## config.mk

```make
export PLATFORM = sky130hd
export DESIGN_NAME = uart_cmd_wrapper_flat
export DESIGN_NICKNAME = d
export VERILOG_FILES = /design/src/rtl/uart_cmd_pkg.sv /design/src/rtl/uart_cmd_wrapper_if.sv /design/src/rtl/uart_rx.sv /design/src/rtl/uart_cmd_wrapper.sv /design/src/flat_wrapper.sv
export SDC_FILE = /design/constraint.sdc
export NUM_CORES = 1
export LEC_CHECK = 0
export BUFFER_PORTS_ARGS = -buffer_cell sky130_fd_sc_hd__buf_4
export CORE_AREA = 2 2 102 104
export DETAILED_ROUTE_END_ITERATION = 7
export DIE_AREA = 0 0 104 106
export PLACE_DENSITY = 0.68
export SETUP_SLACK_MARGIN = 0.4
export SLEW_MARGIN = 20
export SYNTH_ARGS = -nofsm -noshare
export SYNTH_HDL_FRONTEND = slang
export SYNTH_SLANG_ARGS = --single-unit
```

## constraint.sdc

```tcl
create_clock -name clk -period 2.7 [get_ports clk]
set_input_delay 0.27 -clock clk [delete_from_list [all_inputs] [get_ports clk]]
set_output_delay 0.27 -clock clk [all_outputs]
set_load 0.01 [all_outputs]
```

## src/rtl/uart_cmd_pkg.sv

```systemverilog
// -----------------------------------------------------------------------------
// uart_cmd_pkg
// Shared types and constants for the UART command front end.
//   asm_state_t : frame assembly states (cmd byte, data high, data low)
//   tx_state_t  : response transmitter states
//   rx_state_t  : receive bit engine states
//   BAUD_DIV_DEF: default clocks per bit (50 MHz / 19200 baud)
//   FRAME_BYTES : bytes per command frame (cmd + 16-bit data)
// -----------------------------------------------------------------------------
package uart_cmd_pkg;

   typedef enum logic [1:0] {IDLE, WAIT_HI, WAIT_LO} asm_state_t;
   typedef enum logic       {TX_IDLE, XMIT}          tx_state_t;
   typedef enum logic       {RX_IDLE, RX_BUSY}       rx_state_t;

   localparam int BAUD_DIV_DEF = 2604;
   localparam int FRAME_BYTES  = 3;

endpackage

```

## src/rtl/uart_cmd_wrapper_if.sv

```systemverilog
// -----------------------------------------------------------------------------
// uart_cmd_wrapper_if
// Command/response handshake between the UART front end and the
// command-config stage.
//   cmd_rdy     : complete frame held on cmd/data
//   cmd         : command opcode (frame byte 1)
//   data        : {frame byte 2, frame byte 3}
//   clr_cmd_rdy : consumer acknowledge, clears cmd_rdy
//   resp        : response byte to transmit
//   send_resp   : one-cycle request to transmit resp
//   resp_sent   : one-cycle pulse when the response stop bit completes
// master = UART front end, slave = command consumer.
// -----------------------------------------------------------------------------
interface uart_cmd_wrapper_if;
   import uart_cmd_pkg::*;

   logic                           cmd_rdy;
   logic [7:0]                     cmd;
   logic [8*(FRAME_BYTES-1)-1:0]   data;
   logic                           clr_cmd_rdy;
   logic [7:0]                     resp;
   logic                           send_resp;
   logic                           resp_sent;

   modport master (
      output cmd_rdy, cmd, data, resp_sent,
      input  clr_cmd_rdy, resp, send_resp
   );

   modport slave (
      input  cmd_rdy, cmd, data, resp_sent,
      output clr_cmd_rdy, resp, send_resp
   );

endinterface

```

## src/rtl/uart_rx.sv

```systemverilog
// -----------------------------------------------------------------------------
// uart_rx
// 8N1 UART receiver: 2-flop synchroniser, start-edge detect, mid-bit
// sampling. Delivers each good byte as a one-cycle rx_rdy pulse.
//   clk, rst_n : clock, asynchronous active-low reset
//   rx         : asynchronous serial input, idles high
//   rx_data    : received byte, valid with rx_rdy
//   rx_rdy     : one-cycle strobe after a good stop bit
// A byte whose stop sample is 0 is dropped; a start bit that is no longer
// low at mid-bit is treated as a glitch.
// -----------------------------------------------------------------------------
module uart_rx
   import uart_cmd_pkg::*;
#(
   parameter int BAUD_DIV = BAUD_DIV_DEF
) (
   input  logic       clk,
   input  logic       rst_n,
   input  logic       rx,
   output logic [7:0] rx_data,
   output logic       rx_rdy
);

   localparam int              CNT_W = $clog2(BAUD_DIV + 1);
   localparam logic [CNT_W-1:0] HALF = CNT_W'(BAUD_DIV / 2);
   localparam logic [CNT_W-1:0] FULL = CNT_W'(BAUD_DIV);

   rx_state_t        state, state_nxt;
   logic             rx_sync_p0, rx_sync_p1, rx_sync_p2;
   logic [CNT_W-1:0] baud_cnt;
   logic [3:0]       bit_idx;
   logic [7:0]       shreg;
   logic             start_det;
   logic             tick;

   // p1 is the synchronised line, p2 its previous value for edge detect
   assign start_det = rx_sync_p2 & ~rx_sync_p1;
   // counter counts down to 1: BAUD_DIV/2 clocks to mid start bit, then
   // BAUD_DIV clocks to each following mid-bit
   assign tick      = (baud_cnt == CNT_W'(1));

   always_comb begin
      state_nxt = state;
      case (state)
         RX_IDLE: if (start_det) state_nxt = RX_BUSY;
         RX_BUSY: begin
            if (tick && (((bit_idx == 4'd0) && rx_sync_p1) || (bit_idx == 4'd9)))
               state_nxt = RX_IDLE;
         end
         default: state_nxt = RX_IDLE;
      endcase
   end

   always_ff @(posedge clk or negedge rst_n) begin
      if (!rst_n) state <= RX_IDLE;
      else        state <= state_nxt;
   end

   always_ff @(posedge clk or negedge rst_n) begin
      if (!rst_n) begin
         rx_sync_p0 <= 1'b1;
         rx_sync_p1 <= 1'b1;
         rx_sync_p2 <= 1'b1;
         baud_cnt   <= '0;
         bit_idx    <= '0;
         shreg      <= '0;
         rx_data    <= '0;
         rx_rdy     <= 1'b0;
      end else begin
         // stage p0 -> p1 -> p2: metastability filter then edge history
         rx_sync_p0 <= rx;
         rx_sync_p1 <= rx_sync_p0;
         rx_sync_p2 <= rx_sync_p1;
         rx_rdy     <= 1'b0;
         if (state == RX_IDLE) begin
            if (start_det) begin
               baud_cnt <= HALF;
               bit_idx  <= '0;
            end
         end else if (tick) begin
            baud_cnt <= FULL;
            bit_idx  <= bit_idx + 4'd1;
            if ((bit_idx >= 4'd1) && (bit_idx <= 4'd8))
               shreg <= {rx_sync_p1, shreg[7:1]};
            if ((bit_idx == 4'd9) && rx_sync_p1) begin
               rx_data <= shreg;
               rx_rdy  <= 1'b1;
            end
         end else begin
            baud_cnt <= baud_cnt - CNT_W'(1);
         end
      end
   end

endmodule

```

## src/rtl/uart_cmd_wrapper.sv

```systemverilog
// -----------------------------------------------------------------------------
// uart_cmd_wrapper
// Serial front end for the command path. Assembles 3-byte frames
// (cmd, data high, data low) from RX into cmd/data with a held cmd_rdy,
// and serialises one response byte onto TX on send_resp.
//   clk, rst_n : clock, asynchronous active-low reset
//   RX         : serial in from remote, idles high
//   TX         : serial out to remote, idles high
//   bus        : uart_cmd_wrapper_if.master (cmd_rdy/cmd/data/clr_cmd_rdy,
//                resp/send_resp/resp_sent)
// Build option CMD_TIMEOUT_EN: adds the TIMEOUT parameter and an inter-byte
// timer that drops a partial frame after TIMEOUT idle clocks, so framing
// recovers after a lost byte. Without it a partial frame waits forever.
// -----------------------------------------------------------------------------
module uart_cmd_wrapper
   import uart_cmd_pkg::*;
#(
   parameter int BAUD_DIV = BAUD_DIV_DEF
`ifdef CMD_TIMEOUT_EN
   ,
   parameter int TIMEOUT  = 2**20
`endif
) (
   input  logic                clk,
   input  logic                rst_n,
   input  logic                RX,
   output logic                TX,
   uart_cmd_wrapper_if.master  bus
);

   localparam int               CNT_W    = $clog2(BAUD_DIV + 1);
   localparam logic [CNT_W-1:0] BIT_LAST = CNT_W'(BAUD_DIV - 1);

   logic [7:0] rx_data;
   logic       rx_rdy;

   uart_rx #(.BAUD_DIV(BAUD_DIV)) u_rx (
      .clk     (clk),
      .rst_n   (rst_n),
      .rx      (RX),
      .rx_data (rx_data),
      .rx_rdy  (rx_rdy)
   );

   // ------------------------------------------------------------------
   // Frame assembly
   // ------------------------------------------------------------------
   asm_state_t asm_state, asm_nxt;
   logic [7:0] cmd_shadow, data_hi_shadow;
   logic       frame_start, frame_hi, frame_done;
   logic       to_expire;

`ifdef CMD_TIMEOUT_EN
   localparam int                TO_CNT_W = 20;
   localparam logic [TO_CNT_W-1:0] TO_LAST = TO_CNT_W'(TIMEOUT - 1);
   logic [TO_CNT_W-1:0] to_cnt;

   // runs only while a frame is partially received; any byte restarts it
   always_ff @(posedge clk or negedge rst_n) begin
      if (!rst_n)                          to_cnt <= '0;
      else if (rx_rdy || asm_state == IDLE) to_cnt <= '0;
      else                                 to_cnt <= to_cnt + TO_CNT_W'(1);
   end

   assign to_expire = (to_cnt == TO_LAST);
`else
   assign to_expire = 1'b0;
`endif

   always_comb begin
      asm_nxt     = asm_state;
      frame_start = 1'b0;
      frame_hi    = 1'b0;
      frame_done  = 1'b0;
      case (asm_state)
         IDLE: begin
            if (rx_rdy) begin
               frame_start = 1'b1;
               asm_nxt     = WAIT_HI;
            end
         end
         WAIT_HI: begin
            if (rx_rdy) begin
               frame_hi = 1'b1;
               asm_nxt  = WAIT_LO;
            end else if (to_expire) begin
               asm_nxt = IDLE;
            end
         end
         WAIT_LO: begin
            if (rx_rdy) begin
               frame_done = 1'b1;
               asm_nxt    = IDLE;
            end else if (to_expire) begin
               asm_nxt = IDLE;
            end
         end
         default: asm_nxt = IDLE;
      endcase
   end

   always_ff @(posedge clk or negedge rst_n) begin
      if (!rst_n) asm_state <= IDLE;
      else        asm_state <= asm_nxt;
   end

   always_ff @(posedge clk or negedge rst_n) begin
      if (!rst_n) begin
         cmd_shadow     <= '0;
         data_hi_shadow <= '0;
         bus.cmd        <= '0;
         bus.data       <= '0;
         bus.cmd_rdy    <= 1'b0;
      end else begin
         if (frame_start) cmd_shadow     <= rx_data;
         if (frame_hi)    data_hi_shadow <= rx_data;
         // cmd/data only move on the completing byte so the consumer sees
         // a stable frame for as long as cmd_rdy is high
         if (frame_done) begin
            bus.cmd  <= cmd_shadow;
            bus.data <= {data_hi_shadow, rx_data};
         end
         // set beats clear; a new frame's first byte withdraws the old one
         if (frame_done)
            bus.cmd_rdy <= 1'b1;
         else if (bus.clr_cmd_rdy || frame_start)
            bus.cmd_rdy <= 1'b0;
      end
   end

   // ------------------------------------------------------------------
   // Response transmitter
   // ------------------------------------------------------------------
   tx_state_t        tx_state, tx_nxt;
   logic [9:0]       tx_shreg;
   logic [CNT_W-1:0] tx_baud;
   logic [3:0]       tx_bit;
   logic             tx_bit_end;
   logic             tx_last;

   assign tx_bit_end = (tx_baud == '0);
   assign tx_last    = tx_bit_end && (tx_bit == 4'd9);
   // shift register idles all-ones and back-fills ones, so bit 0 is the
   // line level in every state without a separate output mux
   assign TX         = tx_shreg[0];

   always_comb begin
      tx_nxt = tx_state;
      case (tx_state)
         TX_IDLE: if (bus.send_resp) tx_nxt = XMIT;
         XMIT:    if (tx_last)       tx_nxt = TX_IDLE;
         default: tx_nxt = TX_IDLE;
      endcase
   end

   always_ff @(posedge clk or negedge rst_n) begin
      if (!rst_n) tx_state <= TX_IDLE;
      else        tx_state <= tx_nxt;
   end

   always_ff @(posedge clk or negedge rst_n) begin
      if (!rst_n) begin
         tx_shreg      <= '1;
         tx_baud       <= '0;
         tx_bit        <= '0;
         bus.resp_sent <= 1'b0;
      end else begin
         bus.resp_sent <= 1'b0;
         if (tx_state == TX_IDLE) begin
            if (bus.send_resp) begin
               tx_shreg <= {1'b1, bus.resp, 1'b0};
               tx_baud  <= BIT_LAST;
               tx_bit   <= '0;
            end
         end else if (tx_bit_end) begin
            tx_shreg <= {1'b1, tx_shreg[9:1]};
            tx_baud  <= BIT_LAST;
            tx_bit   <= tx_bit + 4'd1;
            if (tx_bit == 4'd9) bus.resp_sent <= 1'b1;
         end else begin
            tx_baud <= tx_baud - CNT_W'(1);
         end
      end
   end

endmodule

```

## src/flat_wrapper.sv

```systemverilog
// flat-port wrapper written by rule: the top's interface ports become plain ports
module uart_cmd_wrapper_flat import uart_cmd_pkg::*;
#(
   parameter int BAUD_DIV = BAUD_DIV_DEF

)
  (clk, rst_n, RX, TX, bus_cmd_rdy, bus_cmd, bus_data, bus_resp_sent, bus_clr_cmd_rdy, bus_resp, bus_send_resp);
  uart_cmd_wrapper_if bus_i ();
  input  logic clk;
  input  logic rst_n;
  input  logic RX;
  output logic TX;
  output wire logic [$bits(bus_i.cmd_rdy)-1:0] bus_cmd_rdy;
  output wire logic [$bits(bus_i.cmd)-1:0] bus_cmd;
  output wire logic [$bits(bus_i.data)-1:0] bus_data;
  output wire logic [$bits(bus_i.resp_sent)-1:0] bus_resp_sent;
  input wire logic [$bits(bus_i.clr_cmd_rdy)-1:0] bus_clr_cmd_rdy;
  input wire logic [$bits(bus_i.resp)-1:0] bus_resp;
  input wire logic [$bits(bus_i.send_resp)-1:0] bus_send_resp;
  assign bus_cmd_rdy = bus_i.cmd_rdy;
  assign bus_cmd = bus_i.cmd;
  assign bus_data = bus_i.data;
  assign bus_resp_sent = bus_i.resp_sent;
  assign bus_i.clr_cmd_rdy = bus_clr_cmd_rdy;
  assign bus_i.resp = bus_resp;
  assign bus_i.send_resp = bus_send_resp;
  uart_cmd_wrapper #(.BAUD_DIV(BAUD_DIV)) u_core (.clk(clk), .rst_n(rst_n), .RX(RX), .TX(TX), .bus(bus_i));
endmodule
```

==> impl_metrics.ini, run 1 <==
[grt]
grt_pass1_vias = 3073
grt_max_degree = 60
antenna_found_initial = 0
track_usage = 0.170
gr-total-overflow = 0
grt_pass1_wl_um = 15000

[drt]
drtAntennaViolNets = 0
routedLengthMet1_um = 4250
wl_per_cell_um = 15.2
drtIter0Drc = 131
met3_length_um = 273
vias = 3085
drt_wl_total_um = 8670
drtPass1Iterations = 4
drc = 0
vias_per_cell = 5.41
topRoutingLayerUsed = met4
dr_wl_met2_um = 3990

[cells_and_area]
multiInputGateArea_mm2 = 0.00203
final_common_cell = dfrtp_1
nets = 451
diodes = 0
regArea_mm2 = 0.00269
nFillCells = 872
layout_common_cells = 95 x dfrtp_1, 48 x mux2_2, 44 x buf_4
area_growth_pct = 13.5
final_layout_size_suffix_gt1_frac = 0.353

[sta]
finClkSkew_ns = 0.0169
worst_pin_slew_ns = 0.827
max_freq_mhz = 463
setup_viol = 0
rsz0062_at_grt = no
fin_ws_ns = 0.540
period_share = 0.800
relSlewSlack = 0.446
period_minus_slack_ns = 2.16
fin_setup_tns_ns = 0
hold_violations = 0
drv_slew = 0

[min_path]
hp-class = in -> reg
whs_path_depth = 3

[critical_path]
cp_max_fo = 17
cp_slowest_cell = or3b_1
critPathMaxStageDelay_ns = 0.45
cp_top_family = simple AND/OR/NAND/NOR gates
crit_path_end_kind = register
crit_required_ns = 2.97
critPathArrivalTime_ns = 2.43
critPathLaunchType = register
crit_cells = 6
path_class = reg -> reg
path_cells = inv_1 -> ha_1 -> or3b_1 -> nor4_4 -> nand2_4 -> o31a_2
reg2regPathDepth = 6
path_buf_inv = 1

[clocking]
cts.sinks = 107
clk_pin_slew_ns = 0.12
root_buffer = clkbuf_8
h-tree-depth = 3
cts_tree = built
cts_made_buffers = 9
cts.path.max_buffers = 2
clkLatencyLatePin_ns = 0.38
cts-resized-gates = 0

[synthesis]
ys_ff_latch = 107
post_synth_num_cell_types = 63
synth_nets = 406
syn-instance-count = 384
synth_area_mm2 = 0.00485
ys_warn_count = 0
synth_edf_count = 0
async_reset_ff_frac = 1.00
syn_area_per_cell_um2 = 12.6
synthFlopType = dfrtp_1
seq_area_frac_synth = 0.556

[floorplan]
start_util = 0.485
ios = 40
core_region_area_mm2 = 0.0100
fp-row-count = 37
dieArea_mm2 = 0.0110
die_h_um = 106
die_x_um = 104

[power_and_ir_drop]
vdd_drop_max_mv = 0.403
total_power_mw = 3.77
p_per_area_mw_per_mm2 = 686
p_leak_nw = 2.63

[flow_run]
cap_violations = 0

[placed_design]
gp_congestion = 0.822
dp_slack_ns = 0.483
portBuffers = 39
dp_hpwl_um = 5900

[outcome]
outcome = finished, final reports clean
[registers in the layout, summed over array words and instances, names as in the netlist, 8 cells and up]
name and cells:
u_core.bus.cmd 8, u_core.bus.data 16, u_core.cmd_shadow 8, u_core.data_hi_shadow 8
u_core.tx_baud 12, u_core.tx_shreg 9, u_core.u_rx.baud_cnt 12, u_core.u_rx.rx_data 8
u_core.u_rx.shreg 8
[metrics by stage]
step | area (um^2) | cells | utilization | hold WS (ns)
after floorplan | 4850 | 384 | - | -0.0256
after global placement | 5270 | 551 | 0.527 | 0.346
after detailed placement | 5270 | 551 | 0.527 | 0.348
after CTS | 5490 | 569 | 0.549 | 0.121
after global routing | 5500 | 570 | 0.550 | 0.123
final | 5500 | 570 | 0.550 | 0.136
[where the power goes]
group          internal, mW  leakage [nW]  switching [mW]  total (mW)
combinational         0.333          1.14           0.372       0.705
clock                 0.374        0.0994           0.622       0.996
sequential             1.81          1.39           0.260        2.07
[layer usage]
metal / up-vias / global-route usage
met5: - / 0
met4: 0 / 0.0676
met3: 13 / 0.0392
met2: 46 / 0.257
met1: 1548 / 0.239
li1: 1478 / -
[cells in the mapped netlist (3+ instances only)]
master	number	area, um^2
a21o_1	4	30.0
a21oi_1	8	40.0
clkbuf_1	5	18.8
dfrtp_1	95	2380
dfstp_2	12	315
ha_1	9	113
inv_1	14	52.6
mux2_2	48	541
mux2_4	8	120
mux2i_1	5	50.1
nand2_1	15	56.3
nand2b_1	13	81.3
nand3_1	14	70.1
nand3b_1	3	22.5
nand4_1	4	25.0
nor2_1	19	71.3
nor3_1	5	25.0
nor4_1	8	50.1
o21a_1	3	22.5
o21ai_0	18	90.1
o221a_2	6	67.6
or2_2	3	18.8
or3_1	8	50.1
xnor2_1	6	52.6
[worst reg2reg max path: stages (launching register included)]
cell and delay [ns]:
dfrtp_1 0.39, inv_1 0.11, ha_1 0.17, or3b_1 0.45, nor4_4 0.37, nand2_4 0.21, o31a_2 0.38
[logic make-up (layout without fill, tap and decap cells)]
logic type / after synthesis / after routing / share of synthesized area
AND/OR/NAND/NOR: 111 / 111 / 0.139
flip-flops: 107 / 107 / 0.556
AO/OA/AOI/OAI: 62 / 62 / 0.0968
multiplexers: 61 / 61 / 0.147
buffers and inverters: 26 / 76 / 0.0245
adder cells (fa/ha/maj): 9 / 9 / 0.0232
XOR/XNOR: 8 / 8 / 0.0145
[final timing paths]
| check | slack, ns | startpoint | end |
|---|---|---|---|
| worst max-delay path | 0.54 | u_core.tx_baud[0] | u_core.tx_state |
| worst min-delay path | 0.14 | bus_clr_cmd_rdy | u_core.bus.cmd_rdy |
| worst max register to register | 0.54 | u_core.tx_baud[0] | u_core.tx_state |
| worst min register to register | 0.36 | u_core.u_rx.rx_sync_p0 | u_core.u_rx.rx_sync_p1 |
| max in group asynchronous | 1.62 | rst_n | u_core.u_rx.baud_cnt[1] |
| min in group asynchronous | 0.53 | rst_n | u_core.tx_baud[8] |
[area by class of cell]
class | instances | share of cell area
well taps | 136 | 0.0309
flip-flops and latches | 107 | 0.490
multi-input cells | 251 | 0.370
inverters | 14 | 0.00956
repair buffers | 46 | 0.0637
clock inverters | 7 | 0.0137
clock buffers | 9 | 0.0225
[repair_timing]
item,in CTS,in global routing
hold buffers,2,0
setup buffers,0,1
endpoints found under the setup margin,0,4
endpoints found under the hold margin,33,0
No activity file was read; power rests on OpenSTA's default activity.
==> run 2, diff against run 1 <==
--- a/config.mk
+++ b/config.mk
@@ -9,7 +9,7 @@
 export CORE_AREA = 2 2 102 104
 export DETAILED_ROUTE_END_ITERATION = 7
 export DIE_AREA = 0 0 104 106
-export PLACE_DENSITY = 0.68
+export PLACE_DENSITY = 0.71
 export SETUP_SLACK_MARGIN = 0.4
 export SLEW_MARGIN = 20
 export SYNTH_ARGS = -nofsm -noshare
==> constraint.sdc (replaced) <==
create_clock -name clk -period 1.7 [get_ports clk]
set_input_delay 0.17 -clock clk [delete_from_list [all_inputs] [get_ports clk]]
set_output_delay 0.17 -clock clk [all_outputs]
set_load 0.01 [all_outputs]
==> run 2 against run 1 <==
  * The flow now finishes with violations (negative setup slack)
  * Utilization is 13 points higher
  * Global-route usage is 2.6 points higher
  * Worst setup slack worse by 0.74 ns
  * Clock skew is 0.0033 ns lower
  * Sequential share of layout area is 9.3 points lower
  * Clock-buffer cell count stayed put
  * Non-clock buffer count is 90 higher
  * Sequential power is 53% higher
  * Power is 100% higher
  * Final cell count is 16% higher
  * Design area is 24% higher
  * Critical path type unchanged
  * Largest cell class unchanged
  * Largest power group unchanged
==> impl_metrics.ini, run 2 (same netlist as run 1, synthesis figures left out) <==
[outcome]
violations = negative setup slack
outcome = finished, violations left

[floorplan]
die_h_um = 106
fp-row-count = 37
core_region_area_mm2 = 0.0100
die_x_um = 104
dieArea_mm2 = 0.0110
start_util = 0.485
ios = 40

[critical_path]
critPathArrivalTime_ns = 2.16
crit_path_end_kind = register
r2r_slack_ns = -0.20
crit_required_ns = 1.96
critPathLaunchType = register
crit_start = u_core.tx_baud[5]
path_class = reg -> reg
crit_path_end = u_core.tx_state
r2r_start = u_core.tx_baud[5]
cp_max_fo = 7
rr_endpoint = u_core.tx_state
reg2regPathDepth = 5

[min_path]
min_from = bus_clr_cmd_rdy
hp-class = in -> reg

[sta]
fin_setup_tns_ns = -4.97
max_freq_mhz = 526
period_share = 1.12
relSlewSlack = 0.700
setup_viol = 43
drv_slew = 0
finClkSkew_ns = 0.0135
rsz0062_at_grt = yes
worst_pin_slew_ns = 0.450
hold_violations = 0
period_minus_slack_ns = 1.90
fin_ws_ns = -0.202

[drt]
vias_per_cell = 5.31
wl_per_cell_um = 17.1
vias = 3512
drtIter0Drc = 157
drt_wl_total_um = 11300
drc = 0
drtPass1Iterations = 4
drtAntennaViolNets = 0

[grt]
grt_pass1_wl_um = 17500
track_usage = 0.196
grt_max_degree = 43
antenna_found_initial = 0
gr-total-overflow = 0
grt_pass1_vias = 3598

[cells_and_area]
reg.largest.list = u_core.bus.data: 16 flops, u_core.tx_baud: 12 flops, u_core.u_rx.baud_cnt: 12 flops
multiInputGateArea_mm2 = 0.00246
regArea_mm2 = 0.00270
layout_common_cells = 106 x buf_4, 90 x dfrtp_1, 47 x mux2_4
largest_reg_flops = 16
final_layout_size_suffix_gt1_frac = 0.564
area_growth_pct = 40.5
top_register = u_core.bus.data
final_common_cell = buf_4
nFillCells = 706
diodes = 0
stdcell_area_mm2 = 0.00681
nets = 542

[power_and_ir_drop]
p_leak_nw = 3.31
vdd_drop_max_mv = 0.790
p_per_area_mw_per_mm2 = 1120

[clocking]
cts_tree = built
cts.sinks = 107
root_buffer = clkbuf_8
cts.path.max_buffers = 2
h-tree-depth = 3
cts_made_buffers = 9
clk_pin_slew_ns = 0.12
clkLatencyLatePin_ns = 0.37

[placed_design]
gp_congestion = 0.851
portBuffers = 39
dpl_cell_area_mm2 = 0.00592
dp_hpwl_um = 6900

[flow_run]
cap_violations = 0
run 2: cell types whose count changed in the layout (fill, tap and decap cells not counted), sizes merged:
cell,previous run,this run
buf,44,132
clkbuf,9,11
clkinv,0,2
inv,20,18
bufinv,0,1
clkinvlp,1,0
nand2,16,17
run 2: worst min path at each step:
stage	to	slack, ns	cells past startpoint
final	u_core.bus.cmd_rdy	0.04	3
after global routing	u_core.bus.cmd_rdy	0.05	3
after CTS	u_core.bus.cmd_rdy	0.03	3
after detailed placement	u_core.bus.resp_sent	0.15	1
after global placement	u_core.bus.resp_sent	0.15	1
after floorplan	u_core.asm_state[0]	-0.13	0
run 2: stage by stage:
| stage | utilization | power, mW | std cells | hold WS (ns) | setup WS [ns] |
|---|---|---|---|---|---|
| 2_1_floorplan | - | 4.33 | 384 | -0.126 | -0.143 |
| 3_3_place_gp | 0.592 | 5.23 | 610 | 0.153 | -0.167 |
| 3_5_place_dp | 0.592 | 5.34 | 610 | 0.150 | -0.218 |
| 4_1_cts | 0.647 | 7.47 | 650 | 0.0270 | -0.217 |
| 5_1_grt | 0.681 | 8.03 | 661 | 0.0465 | -0.279 |
| 6_report | 0.681 | 7.64 | 661 | 0.0382 | -0.202 |
run 2: area by class of cell:
cell class | count | area share
Clock buffer | 9 | 0.0182
Clock inverter | 7 | 0.0151
Inverter | 14 | 0.00809
Multi-Input combinational cell | 252 | 0.361
Sequential cell | 107 | 0.396
Tap cell | 136 | 0.0250
Timing Repair Buffer | 136 | 0.176
run 2: repair_timing:
item,CTS,global route
setup buffers,21,8
cloned,1,3
pin swaps,20,15
gates resized for setup,43,57
endpoints found under the hold margin,22,0
hold buffers,2,0
endpoints found under the setup margin,97,98
run 2: critical path, cell delays in order (launching register included):
cell and delay (ns):
dfrtp_1 0.39, or4_4 0.59, nor4_4 0.26, buf_4 0.18, nand2_4 0.08, o31a_2 0.30
run 2: layer usage:
metal	up-vias	global-route usage	part of all wire
li1	1661	-	-
met1	1783	0.254	0.45
met2	57	0.337	0.51
met3	11	0.0368	0.024
met4	0	0.0598	0.012
met5	-	0	0
run 2: where the power goes:
| part | total (mW) | leakage [nW] | switching (mW) | internal (mW) |
|---|---|---|---|---|
| combinational | 2.75 | 1.81 | 1.25 | 1.50 |
| clock | 1.72 | 0.114 | 0.981 | 0.738 |
| sequential | 3.17 | 1.38 | 0.285 | 2.89 |
